===== src/rtl/btb_assoc_array_pkg.sv =====
// Shared types and constants for the set-associative BTB storage.
// Localparams mirror the default configuration of btb_assoc_array.
package btb_pkg;

    localparam int S_INDEX    = 4;
    localparam int WAYS       = 4;
    localparam int TAG_W      = 26;
    localparam int TARGET_W   = 30;
    localparam int PLRU_NODES = WAYS - 1;

    typedef struct packed {
        logic                valid;
        logic [TAG_W-1:0]    tag;
        logic [TARGET_W-1:0] target;
    } btb_entry_t;

    function automatic int plru_nodes(input int ways);
        return ways - 1;
    endfunction

endpackage


===== src/rtl/btb_assoc_array_plru_tree.sv =====
// Combinational tree-PLRU: next-state bits after touching a way, and the current victim.
// Heap-ordered nodes (children of n are 2n+1, 2n+2); bit 0 means the victim is in the lower half.
module plru_tree #(
    parameter int WAYS = 4
) (
    input  logic [WAYS-2:0]         cur_bits,
    input  logic [$clog2(WAYS)-1:0] touch_way,
    output logic [WAYS-2:0]         next_bits,
    output logic [$clog2(WAYS)-1:0] victim
);
    localparam int LVL = $clog2(WAYS);

    always_comb begin
        int node;
        int vnode;
        next_bits = cur_bits;
        node      = 0;
        vnode     = 0;
        for (int l = 0; l < LVL; l++) begin
            // Point each node on the touched path at the opposite subtree.
            next_bits[node] = ~touch_way[LVL-1-l];
            node  = 2 * node + 1 + int'(touch_way[LVL-1-l]);
            vnode = 2 * vnode + 1 + int'(cur_bits[vnode]);
        end
        victim = LVL'(vnode - (WAYS - 1));
    end

endmodule


===== src/rtl/btb_assoc_array.sv =====
// Set-associative BTB array: registered 1-cycle lookup (read-old-data), same-edge update/allocate.
// Tree-PLRU replacement per set; single-cycle flush clears valid and PLRU state.
module btb_assoc_array #(
    parameter int S_INDEX  = 4,
    parameter int WAYS     = 4,
    parameter int TAG_W    = 26,
    parameter int TARGET_W = 30
) (
    input  logic                    clk,
    input  logic                    rst,
    input  logic                    flush,
    input  logic                    lk_req,
    input  logic [S_INDEX-1:0]      lk_index,
    input  logic [TAG_W-1:0]        lk_tag,
    output logic                    lk_rsp_valid,
    output logic                    lk_hit,
    output logic [$clog2(WAYS)-1:0] lk_way,
    output logic [TARGET_W-1:0]     lk_target,
    input  logic                    up_req,
    input  logic [S_INDEX-1:0]      up_index,
    input  logic [TAG_W-1:0]        up_tag,
    input  logic [TARGET_W-1:0]     up_target,
    input  logic                    up_inval
);
    import btb_pkg::*;

    localparam int NUM_SETS = 2 ** S_INDEX;
    localparam int WAY_W    = $clog2(WAYS);
    localparam int NODES    = plru_nodes(WAYS);

    logic [WAYS-1:0]     valid_q [NUM_SETS];
    logic [TAG_W-1:0]    tag_q   [NUM_SETS][WAYS];
    logic [TARGET_W-1:0] tgt_q   [NUM_SETS][WAYS];
    logic [NODES-1:0]    plru_q  [NUM_SETS];

    logic                lk_hit_c;
    logic [WAY_W-1:0]    lk_way_c;
    logic [TARGET_W-1:0] lk_tgt_c;
    logic                up_hit_c;
    logic [WAY_W-1:0]    up_way_c;
    logic                free_c;
    logic [WAY_W-1:0]    free_way_c;

    always_comb begin
        lk_hit_c   = 1'b0;
        lk_way_c   = '0;
        lk_tgt_c   = '0;
        up_hit_c   = 1'b0;
        up_way_c   = '0;
        free_c     = 1'b0;
        free_way_c = '0;
        for (int w = 0; w < WAYS; w++) begin
            if (valid_q[lk_index][w] && tag_q[lk_index][w] == lk_tag) begin
                lk_hit_c = 1'b1;
                lk_way_c = WAY_W'(w);
                lk_tgt_c = tgt_q[lk_index][w];
            end
            if (valid_q[up_index][w] && tag_q[up_index][w] == up_tag) begin
                up_hit_c = 1'b1;
                up_way_c = WAY_W'(w);
            end
        end
        // Scan downwards so the lowest-numbered invalid way wins.
        for (int w = WAYS - 1; w >= 0; w--) begin
            if (!valid_q[up_index][w]) begin
                free_c     = 1'b1;
                free_way_c = WAY_W'(w);
            end
        end
    end

    logic             lk_touch;
    logic [NODES-1:0] lk_plru_next;
    logic [WAY_W-1:0] lk_victim_unused;
    logic [NODES-1:0] up_plru_cur;
    logic [NODES-1:0] up_plru_next;
    logic [WAY_W-1:0] up_victim;
    logic [WAY_W-1:0] up_way_sel;
    logic             up_write;
    logic             up_clear;

    assign lk_touch = lk_req && lk_hit_c;

    plru_tree #(.WAYS(WAYS)) u_lk_plru (
        .cur_bits  (plru_q[lk_index]),
        .touch_way (lk_way_c),
        .next_bits (lk_plru_next),
        .victim    (lk_victim_unused)
    );

    // A same-set lookup touch is applied before the update touch, so chain them.
    assign up_plru_cur = (lk_touch && lk_index == up_index) ? lk_plru_next : plru_q[up_index];

    plru_tree #(.WAYS(WAYS)) u_up_plru (
        .cur_bits  (up_plru_cur),
        .touch_way (up_way_sel),
        .next_bits (up_plru_next),
        .victim    (up_victim)
    );

    assign up_way_sel = up_hit_c ? up_way_c : (free_c ? free_way_c : up_victim);
    assign up_write   = up_req && !flush && !up_inval;
    assign up_clear   = up_req && !flush && up_inval && up_hit_c;

    always_ff @(posedge clk or posedge rst) begin
        if (rst) begin
            lk_rsp_valid <= 1'b0;
            lk_hit       <= 1'b0;
            lk_way       <= '0;
            lk_target    <= '0;
            for (int s = 0; s < NUM_SETS; s++) begin
                valid_q[s] <= '0;
                plru_q[s]  <= '0;
            end
        end else begin
            lk_rsp_valid <= lk_req;
            lk_hit       <= lk_touch;
            lk_way       <= lk_req ? lk_way_c : '0;
            lk_target    <= lk_req ? lk_tgt_c : '0;
            if (flush) begin
                for (int s = 0; s < NUM_SETS; s++) begin
                    valid_q[s] <= '0;
                    plru_q[s]  <= '0;
                end
            end else begin
                if (lk_touch) plru_q[lk_index] <= lk_plru_next;
                if (up_write) begin
                    valid_q[up_index][up_way_sel] <= 1'b1;
                    plru_q[up_index]              <= up_plru_next;
                end
                if (up_clear) valid_q[up_index][up_way_c] <= 1'b0;
            end
        end
    end

    always_ff @(posedge clk) begin
        if (up_write) begin
            tag_q[up_index][up_way_sel] <= up_tag;
            tgt_q[up_index][up_way_sel] <= up_target;
        end
    end

endmodule


===== config.mk =====
export PLATFORM = sky130hd
export DESIGN_NAME = btb_assoc_array
export DESIGN_NICKNAME = d
export VERILOG_FILES = /design/src/rtl/btb_assoc_array_pkg.sv /design/src/rtl/btb_assoc_array_plru_tree.sv /design/src/rtl/btb_assoc_array.sv
export SDC_FILE = /design/constraint.sdc
export NUM_CORES = 2
export LEC_CHECK = 0
export ABC_AREA = 0
export CAP_MARGIN = 20
export CORE_UTILIZATION = 30
export DETAILED_ROUTE_END_ITERATION = 16
export GPL_TIMING_DRIVEN = 0
export PLACE_DENSITY_LB_ADDON = 0.12
export SLEW_MARGIN = 20
export SYNTH_ARGS = -nofsm -noshare
export SYNTH_HDL_FRONTEND = slang
export SYNTH_HIERARCHICAL = 1
export SYNTH_SLANG_ARGS = --single-unit

===== constraint.sdc =====
create_clock -name clk -period 8.29 [get_ports clk]
set_input_delay 1.658 -clock clk [delete_from_list [all_inputs] [get_ports clk]]
set_output_delay 1.658 -clock clk [all_outputs]
set_load 0.01 [all_outputs]

==> impl_metrics.json <==
{
  "outcome": "complete, but fails checks",
  "violations": "negative setup slack",
  "path_clk_slew_ns": 0.06,
  "hold_buffers": 0,
  "hpwl_mm": 651.9,
  "place_congestion": 1.030,
  "syn_avg_cell_area_sq_um": 19.75,
  "p_sw_share_pct": 25.56,
  "dieHeight_um": 741.2,
  "drt-initial-drc-count": 17040,
  "numCtsBuffers": 432,
  "nNetsFinal": 9549,
  "drc": 0,
  "grt_max_degree": 65,
  "synthCells": 8300,
  "wl_per_cell_um": 52.53,
  "finalCritPeriodShare_pct": 104.5,
  "cts.sinks": 3730,
  "ys_warn_count": 6,
  "num_vias": 103600,
  "multi_input_area_sq_um": 50500,
  "syn_nets": 8396,
  "clk_latency_ns": 1.07,
  "fillers": 50110,
  "p_int_uw": 32880,
  "grt_overflow": 0,
  "setup-tns-final_ns": -243.51,
  "holdWs_ns": 0.5087,
  "fin_crit_ns": 8.666,
  "register_area_sq_um": 111300,
  "final_hold_viol_count": 0,
  "antenna_found_initial": 116,
  "clock_path_buffers": 4,
  "rsz0062_at_grt": "true",
  "p_comb_share_pct": 10.2,
  "dieArea_sq_um": 549300,
  "max_slew.worst_pin.slew_ns": 1.216,
  "power_density_nw_per_um2": 218.2,
  "relSlewSlack_pct": 16.60,
  "p_sw_uw": 11290,
  "grt_usage_pct": 32.01,
  "critPathCaptureType": "register",
  "maxCapViolCount": 0,
  "antenna_left": 0,
  "core_sq_um": 544600,
  "rows": 271,
  "grt_pass1_vias": 99720,
  "cts_root_buf": "clkbuf_16",
  "setup_viol": 1807,
  "initial_core_util_pct": 30.10,
  "leakage_uw": 0.06547,
  "die_w_um": 741.2,
  "area_growth_pct": 23.52,
  "sequentialPowerShare_pct": 46.8,
  "ir_drop_mv": 0.2064,
  "final_common_cell": "edfxtp_1",
  "grt_pass1_wl_mm": 1126,
  "clock.fmax_ghz": 0.1154,
  "p_clk_share_pct": 43.0,
  "final.setup_skew_ns": 0.07676,
  "critPathKind": "input port to register",
  "synth_area_sq_um": 163900,
  "slew_violations": 0,
  "hold_class": "register to register",
  "cp_data_required_time_ns": 9.00,
  "io_pins": 130,
  "final_util_pct": 37.18,
  "port-buffer-count": 109,
  "mostFrequentLayoutCells": "edfxtp_1, mux4_2, mux2i_1, clkbuf_16, buf_4",
  "worst_slack_ns": -0.3760,
  "routed_wirelength_mm": 898.0,
  "drt-vias-per-instance": 6.060,
  "path_max_fanout": 17,
  "first_pass_iters": 12,
  "htreeDepth": 5,
  "cp_data_arrival_time_ns": 9.37,
  "cts_tree": "built",
  "layout-drive-gt1-share_pct": 35.06,
  "start_kind": "input port"
}
[worst max-delay path, cell delays in order]
cell	delay, ns
buf_2	0.22
clkinv_1	0.34
buf_2	0.79
clkbuf_2	0.61
buf_16	0.24
buf_2	0.93
buf_2	0.53
mux2i_1	0.67
xnor2_1	0.21
nand4_1	0.17
o21ai_0	0.10
o21a_1	0.18
a31oi_4	0.65
a31o_2	0.28
nand2_2	0.21
buf_6	0.27
nor2_4	0.58
buf_12	0.27
buf_12	0.20
[layer usage]
metal,part of all wire (%),global-route usage (%),wire (um),vias up
li1,-,-,-,37680
met1,39,41.57,352300,57330
met2,44,48.80,398400,6836
met3,9.2,7.732,82300,1732
met4,7.2,19.01,64830,20
met5,0.013,0,120,-
[power groups by stage]
| stage | Combinational, uW | Clock, uW | Sequential (uW) |
|---|---|---|---|
| 6_report | 4490 | 19000 | 20700 |
| 5_1_grt | 4420 | 19900 | 20700 |
| 4_1_cts | 4320 | 19200 | 20700 |
| 3_5_place_dp | 4130 | 0 | 21100 |
| 3_3_place_gp | 3920 | 0 | 21200 |
| 2_1_floorplan | 1660 | 0 | 21100 |
[final cells by class]
cell class / instances / share of cell area (%)
plain buffers: 598 / 2.484
diodes: 50 / 0.06180
flip-flops and latches: 3730 / 54.96
well taps: 7234 / 4.470
clock buffers: 557 / 5.719
inverters: 120 / 0.3294
repair buffers: 724 / 5.981
multi-input cells: 3847 / 24.94
clock inverters: 235 / 1.050
[final timing paths]
path,endpoint,from,cells past startpoint,slack (ns)
max,tgt_q[13][74],up_index[3],19,-0.38
min,valid_q[34],valid_q[34],1,0.51
max reg2reg,tgt_q[10][39],tag_q[6][103],24,1.34
min reg2reg,valid_q[34],valid_q[34],1,0.51
max in group asynchronous,valid_q[37],rst,4,6.26
min in group asynchronous,lk_target[25],rst,2,1.01
[repair_timing]
action / CTS / global route
buffers inserted: 149 / 79
resized for setup: 574 / 73
endpoints found under the hold margin: 0 / 0
gates cloned: 1 / 1
endpoints found under the setup margin: 3729 / 2472
pin swaps: 52 / 20
[flip-flops by register name, summed over array words and instances, names as in the netlist]
name,flops
tgt_q,1920
tag_q,1664
valid_q,64
plru_q,48
lk_target,30
lk_way,2
lk_hit,1
lk_rsp_valid,1
[through the flow]
stage | area, sq um | power [uW] | cells | setup WS (ns)
global route | 202400 | 44970 | 17050 | -0.05603
finish | 202500 | 44170 | 17100 | -0.3760
global placement | 174200 | 25080 | 15640 | -13.95
CTS | 201300 | 44240 | 16970 | -0.05291
detailed placement | 183700 | 25210 | 16030 | -6.599
floorplan | 164100 | 22750 | 8300 | -0.7020
Note: power is estimated with default switching activity, not from simulation.
